`src/rtl/fib_pkg.sv`:
```
// Shared definitions for the Fibonacci utility set (generator and inverse index search).
// Changing the seeds here turns both blocks into a Lucas-sequence variant.
package fib_pkg;

    typedef enum logic [1:0] {
        IDLE,
        SEARCH,
        DONE
    } fib_state_t;

    localparam int FIB_SEED0 = 0;
    localparam int FIB_SEED1 = 1;

endpackage

```
`src/rtl/fib_index.sv`:
```
// Inverse Fibonacci search: walks the sequence one term per cycle to find the
// largest n with F(n) <= value, and flags whether value is itself a term.
module fib_index
    import fib_pkg::*;
#(
    parameter int FIB_WIDTH = 16,
    parameter int IDX_WIDTH = 8
) (
    input  logic                 clk,
    input  logic                 rst_n,
    input  logic                 start,
    input  logic [FIB_WIDTH-1:0] value,
    output logic [IDX_WIDTH-1:0] idx,
    output logic                 exact,
    output logic                 ready,
    output logic                 busy
);

    localparam logic [FIB_WIDTH:0] SEED_A = (FIB_WIDTH+1)'(FIB_SEED0);
    localparam logic [FIB_WIDTH:0] SEED_B = (FIB_WIDTH+1)'(FIB_SEED1);

    fib_state_t           r_state;
    fib_state_t           w_next;
    logic [FIB_WIDTH:0]   r_a;
    logic [FIB_WIDTH:0]   r_b;
    logic [IDX_WIDTH-1:0] r_k;
    logic [FIB_WIDTH-1:0] r_val;
    logic [IDX_WIDTH-1:0] r_idx;
    logic                 r_exact;

    logic                 w_accept;
    logic                 w_stop;
    logic [FIB_WIDTH:0]   w_sum;

    // The extra bit on a/b means the sum of two in-range terms can never wrap;
    // once that bit is set the term is necessarily larger than any operand.
    assign w_accept = start && (r_state != SEARCH);
    assign w_stop   = r_b[FIB_WIDTH] || (r_b[FIB_WIDTH-1:0] > r_val);
    assign w_sum    = r_a + r_b;

    // NOTE: sequential state uses non-blocking (<=) so every register samples pre-edge values.
    always_ff @(posedge clk or negedge rst_n) begin
        if (!rst_n) begin
            r_state <= IDLE;
        end else begin
            r_state <= w_next;
        end
    end

    // NOTE: default assignment first so no path through the case can infer a latch.
    always_comb begin
        w_next = r_state;
        case (r_state)
            IDLE:    if (w_accept) w_next = SEARCH;
            SEARCH:  if (w_stop)   w_next = DONE;
            DONE:    w_next = w_accept ? SEARCH : IDLE;
            default: w_next = IDLE;
        endcase
    end

    always_comb begin
        ready = 1'b0;
        busy  = 1'b0;
        case (r_state)
            SEARCH:  busy  = 1'b1;
            DONE:    ready = 1'b1;
            default: ;
        endcase
    end

    // Results only change on the stop cycle, so they hold through DONE, IDLE
    // and the whole of any following search.
    always_ff @(posedge clk or negedge rst_n) begin
        if (!rst_n) begin
            r_a     <= SEED_A;
            r_b     <= SEED_B;
            r_k     <= '0;
            r_val   <= '0;
            r_idx   <= '0;
            r_exact <= 1'b0;
        end else if (w_accept) begin
            r_a   <= SEED_A;
            r_b   <= SEED_B;
            r_k   <= '0;
            r_val <= value;
        end else if (r_state == SEARCH) begin
            if (w_stop) begin
                r_idx   <= r_k;
                r_exact <= (r_a == {1'b0, r_val});
            end else begin
                r_a <= r_b;
                r_b <= w_sum;
                r_k <= r_k + 1'b1;
            end
        end
    end

    assign idx   = r_idx;
    assign exact = r_exact;

endmodule
```
`config.mk`:
```
export PLATFORM = sky130hd
export DESIGN_NAME = fib_index
export DESIGN_NICKNAME = d
export VERILOG_FILES = /design/src/rtl/fib_pkg.sv /design/src/rtl/fib_index.sv
export SDC_FILE = /design/constraint.sdc
export NUM_CORES = 1
export LEC_CHECK = 0
export BUFFER_PORTS_ARGS = -buffer_cell sky130_fd_sc_hd__buf_4
export CAP_MARGIN = 15
export CELL_PAD_IN_SITES_DETAIL_PLACEMENT = 0
export CELL_PAD_IN_SITES_GLOBAL_PLACEMENT = 1
export CORE_UTILIZATION = 35
export CTS_CLUSTER_SIZE = 28
export DETAILED_ROUTE_END_ITERATION = 7
export GPL_TIMING_DRIVEN = 0
export PLACE_DENSITY = 0.7
export SYNTH_ARGS = -nofsm -noshare
export SYNTH_HDL_FRONTEND = slang
export SYNTH_SLANG_ARGS = --single-unit
```
`constraint.sdc`:
```
create_clock -name clk -period 5.8 [get_ports clk]
set_input_delay 1.16 -clock clk [delete_from_list [all_inputs] [get_ports clk]]
set_output_delay 1.16 -clock clk [all_outputs]
set_load 0.02 [all_outputs]
```
# Yosys cells after proc, flatten, opt, wreduce, memory -nomap -nowiden
# Cells that the tools add are included.
# Widths: inputs -> output; s select.
# totals
reg_bits,69
inputBits,19
out_inout_bits,11
elab_cells,40
# op_classes
addsub,2
order_cmp,1
bitwise_logic,1
muxes,15
reduce_logical,7
n_eq_ne,7
# op_table
operator,count
$mux 17,6
$mux 8,3
$add 17x17->17,1
$eq 17x16->1,1
$gt 16x16->1,1
$add 8x1->8 const B,1
$ne 2x2->1 const B,3
$pmux 2 s3,1
$mux 2,2
$reduce_and 2->1,2
$mux 1,3
$reduce_and 3->1,1
$eq 2x1->1 const B,1
$eq 2x2->1 const B,1
$logic_not 2->1,1
$ne 2x1->1 const B,1
$reduce_bool 2->1,1
$logic_and 1x1->1,1
$logic_or 1x1->1,1
$not 1->1,1

# Depth between registers and ports, before layout
# depth
word_depth,5
ltp_mapped,10
depth_no_buf,9

# Worst setup path after synthesis
# Ideal clock, no wire load.
# synth_timing
kind,register to register
start,reg r_a[0]
end,reg r_b[16]
n_path_buf,0
required_ns,5.679
arrival_time_ns,2.201
path_stages_with_launch,10
slack_ns,3.478
path_cell_list,dfrtp_1 ha_1 fa_1 a211oi_1 nor3_1 o21ai_0 o41ai_1 a21oi_1 xnor2_1 a22o_1
# synth_via
elab_chain_len,4
# synth_lines
item,line_no,source
"start, declared",fib_index.sv:24,logic [FIB_WIDTH:0] r_a;
"start signal, assigned",fib_index.sv:91,r_a <= r_b;
$add 17x17->17,fib_index.sv:39,assign w_sum = r_a + r_b;
$mux 17,fib_index.sv:87,if (w_stop) begin
$mux 17,fib_index.sv:86,end else if (r_state == SEARCH) begin
$mux 17,fib_index.sv:81,end else if (w_accept) begin
"end signal, assigned",fib_index.sv:92,r_b <= w_sum;
"end, declared",fib_index.sv:25,logic [FIB_WIDTH:0] r_b;
# Every way passes these cells. The select of a mux whose other input is x is not followed.
# A chain may end at the register's enable or synchronous reset.

# Final worst setup path
# layout_timing
start,reg r_val[13]
end,reg r_a[1]
# layout_via
elab_chain_len,4
# layout_lines
item,line_no,source
"start, declared",fib_index.sv:27,logic [FIB_WIDTH-1:0] r_val;
"start signal, assigned",fib_index.sv:85,r_val <= value;
$gt 16x16->1,fib_index.sv:38,assign w_stop = r_b[FIB_WIDTH] || (r_b[FIB_WIDTH-1:0] > r_val);
$logic_or 1x1->1,fib_index.sv:38,
$ne 2x2->1 (no line),n/a,
$reduce_and 2->1 (no line),n/a,
# Every way passes these cells.

==> key figures <==
Global route
  • Pin count of the biggest net entering global routing: 70
  • GR Layer Usage met3: 3.98%
  • Gr usage total: 19.1%
  • First-pass GRT wire length: about 17000 µm
  • GRT overflow: 0
  • Vias in the first global route: 3135
  • Grt met1 use: 25.7%
  • Initial antenna violation count: 0
  • Gr busiest metal: met2
  • Grt met2 use: between 30% and 40%

Pwr
  • Power, Total: 2680 µW
  • Gate power share: between 40% and 50%
  • Sequential Power Share: 30.8%
  • Maximum vdd drop: 291 µV
  • Switching Share: 42.6%
  • Switch Pwr: 1140 µW
  • LEAKAGE: 0.00229 µW
  • Internal power: 1540 µW
  • P per Cell Area: about 570 mW/mm²
  • Clock Power Share: 24.0%

Critical path
  • Crit Reg-Reg Startpoint: r_val[13]
  • CP Data Arrival Time: approximately 3.1 ns
  • Crit start category: flop
  • Launch point of the worst path: r_val[13]
  • Kind of critical path: reg -> reg
  • Critical Path End Type: flop
  • Max FO, Critical Path: 10
  • Req. time, crit path: roughly 6 ns

STA
  • Fmax: between 300 and 400 MHz
  • Clock skew: 0.00682 ns
  • Max Slew Vio Count: 0
  • Rel. slew slack: 40.0%
  • Fin crit period: 2.92 ns
  • Endpoints failing setup: 0
  • RSZ-0062 raised after global routing: no
  • Count of final hold-check violations: 0
  • Final setup TNS: 0 ns
  • Final period util: 50.4%
  • Tightest Pin Transition: 0.900 ns

Hold path
  • Worst hold path type: reg -> reg
  • Hold path startpoint: exact

Layout
  • ANT cells: 0
  • # nets final: 523
  • Ratio of cells with drive above 1 in the final layout: about 14%
  • Area Growth Syn to Fin: 18.7%

Logic synthesis
  • Largest area contributor in the netlist: dfrtp_1
  • Post-synth design cell area: 0.00397 mm²
  • Most common cell in the netlist: nand2_1
  • Async SR Flop Fraction: 100%
  • Synthesized instance count: 430
  • Avg Cell Area, Syn: 9.24 µm²
  • Commonest cells in the netlist: nand2_1, dfrtp_1, o21ai_0
  • Top cell type's share of synthesized area: 42.8%
  • Yosys reg bits: 69
  • Synth warn: 0
  • Primary FF master, synth: dfrtp_1
  • Sequential cell area fraction in the yosys report: 43.5%
  • Ranking of synthesized cells by area: dfrtp_1, ha_1, nand2_1, o21ai_0, xor2_1
  • Syn Nets: 483
  • Post-synthesis cell type count: 46
  • Post-synth EDFFs: 0

Clock tree
  • Clock H-tree levels: 3
  • Clk_lat worst skew: 0.34 ns
  • CTS tree: yes
  • Buffer count from post-CTS setup fixing: 0
  • Clock tree root buffer cell: clkbuf_16
  • Total CTS buffers: 9
  • Clock transition at the registers of the reported paths: ~0.060 ns
  • Clk buf depth: 2
  • CTS resizes: 0
  • CTS Hold Buffers Added: 0
  • Clock Sinks: 69

Detailed routing
  • Number of routed nets with antenna violations: 0
  • Pre-Repair DR Iteration Count: 4
  • Starting DRT DRC Count: 166
  • Total wire length: 10200 µm
  • Detailed-route via count: 3191
  • Routed len/inst: 16.7 µm
  • Via density: 5.19
  • Residual DRC count: 0

Run
  • Max-cap violations: 0

Floorplanning
  • Core area: 0.0109 mm²
  • Die Height: 109 µm
  • Die X: 109 µm
  • Cell row count: 38
  • Initial core utilization: 36.3%
  • Io pins: 30
  • Full die area: 0.0118 mm²

Placement
  • Hpwl dp: 7320 µm
  • Number of port buffers: 29
  • RePlAce Congestion: 0.851

Status
  • Status: finished, final reports clean
-- critical path: stages, from the launching register on --
cell      delay, ns
dfrtp_1        0.38
inv_1          0.07
ha_1           0.30
a21oi_1        0.14
o21ai_1        0.12
nor4_1         0.49
nand3b_1       0.25
a211oi_4       0.36
clkbuf_1       0.49
o21ai_0        0.18
-- cells in the final DEF (no fill, tap or decap), drive strengths merged, types with 2 or more instances in the layout --
master,synthesis,layout
nand2,95,95
dfrtp,68,68
o21ai,57,57
buf,5,34
ha,33,33
inv,23,23
xor2,21,21
a21oi,20,20
clkbuf,9,19
nor2,11,11
mux2,9,9
nand4,9,9
nand3b,7,7
xnor2,7,7
a211oi,6,6
nor3,5,5
mux2i,5,5
nor4,5,5
o211ai,4,4
a21o,4,4
nand2b,3,3
bufinv,0,3
nor2b,2,2
o21bai,2,2
a211o,2,2
nand3,2,2
a31o,2,2
and3,2,2
clkinvlp,0,2
-- registers in the layout, indices dropped and copies added, names as in the netlist --
| register | flops |
|---|---|
| exact | 1 |
| r_a | 17 |
| r_k | 8 |
| r_b | 17 |
| r_val | 16 |
| r_state | 2 |
| idx | 8 |
-- power groups by stage --
stage | clock [µW] | sequential, µW | combinational (µW)
after global placement | 0 | 822 | 1200
final | 641 | 823 | 1210
after detailed placement | 0 | 828 | 1210
after floorplan | 0 | 799 | 832
after global routing | 673 | 847 | 1360
after CTS | 656 | 822 | 1220
-- worst paths after layout --
check	to	slack, ns	depth (start not counted)
max in group asynchronous	r_b[1]	4.27	1
hold reg to reg	exact	0.50	1
hold / removal	exact	0.50	1
setup reg to reg	r_a[1]	2.88	9
setup / recovery	r_a[1]	2.88	9
min in group asynchronous	r_val[13]	0.96	1
-- kinds of logic (layout without fill, tap and decap cells) --
| kind of cell | count (synthesis) | in the layout | share of synthesized area (%) |
|---|---|---|---|
| compound gates | 105 | 105 | 15.6 |
| flops | 69 | 69 | 43.5 |
| buf+inv | 37 | 82 | 3.81 |
| simple gates | 143 | 143 | 16.3 |
| fa+ha+maj | 34 | 34 | 10.9 |
| mux | 14 | 14 | 3.81 |
| xor+xnor | 28 | 28 | 6.17 |
-- metal layers --
metal	up-vias	part of all wire, %
met5	-	0
met4	0	1.6
met3	13	3.3
met2	56	47
met1	1550	49
li1	1572	-
-- stage by stage --
step           std cells  area, µm²  setup slack, ns  util, %  hold slack [ns]
3_5_place_dp         599       4370             2.91     39.9            0.494
2_1_floorplan        430       3970             3.48        -            0.459
6_report             615       4720             2.88     43.1            0.504
5_1_grt              615       4720             2.73     43.1            0.510
4_1_cts              615       4720             2.90     43.1            0.506
3_3_place_gp         599       4370             2.87     39.9            0.483
-- cell type report --
type	count	area (µm²)
multi-input cells	324	2090
fillers	1111	6220
plain buffers	14	65.1
clock buffers	10	239
inverters	23	86.3
flip-flops and latches	69	1730
repair buffers	29	218
well taps	140	175
clock inverters	6	110
Note: power is estimated with default switching activity, not from simulation.
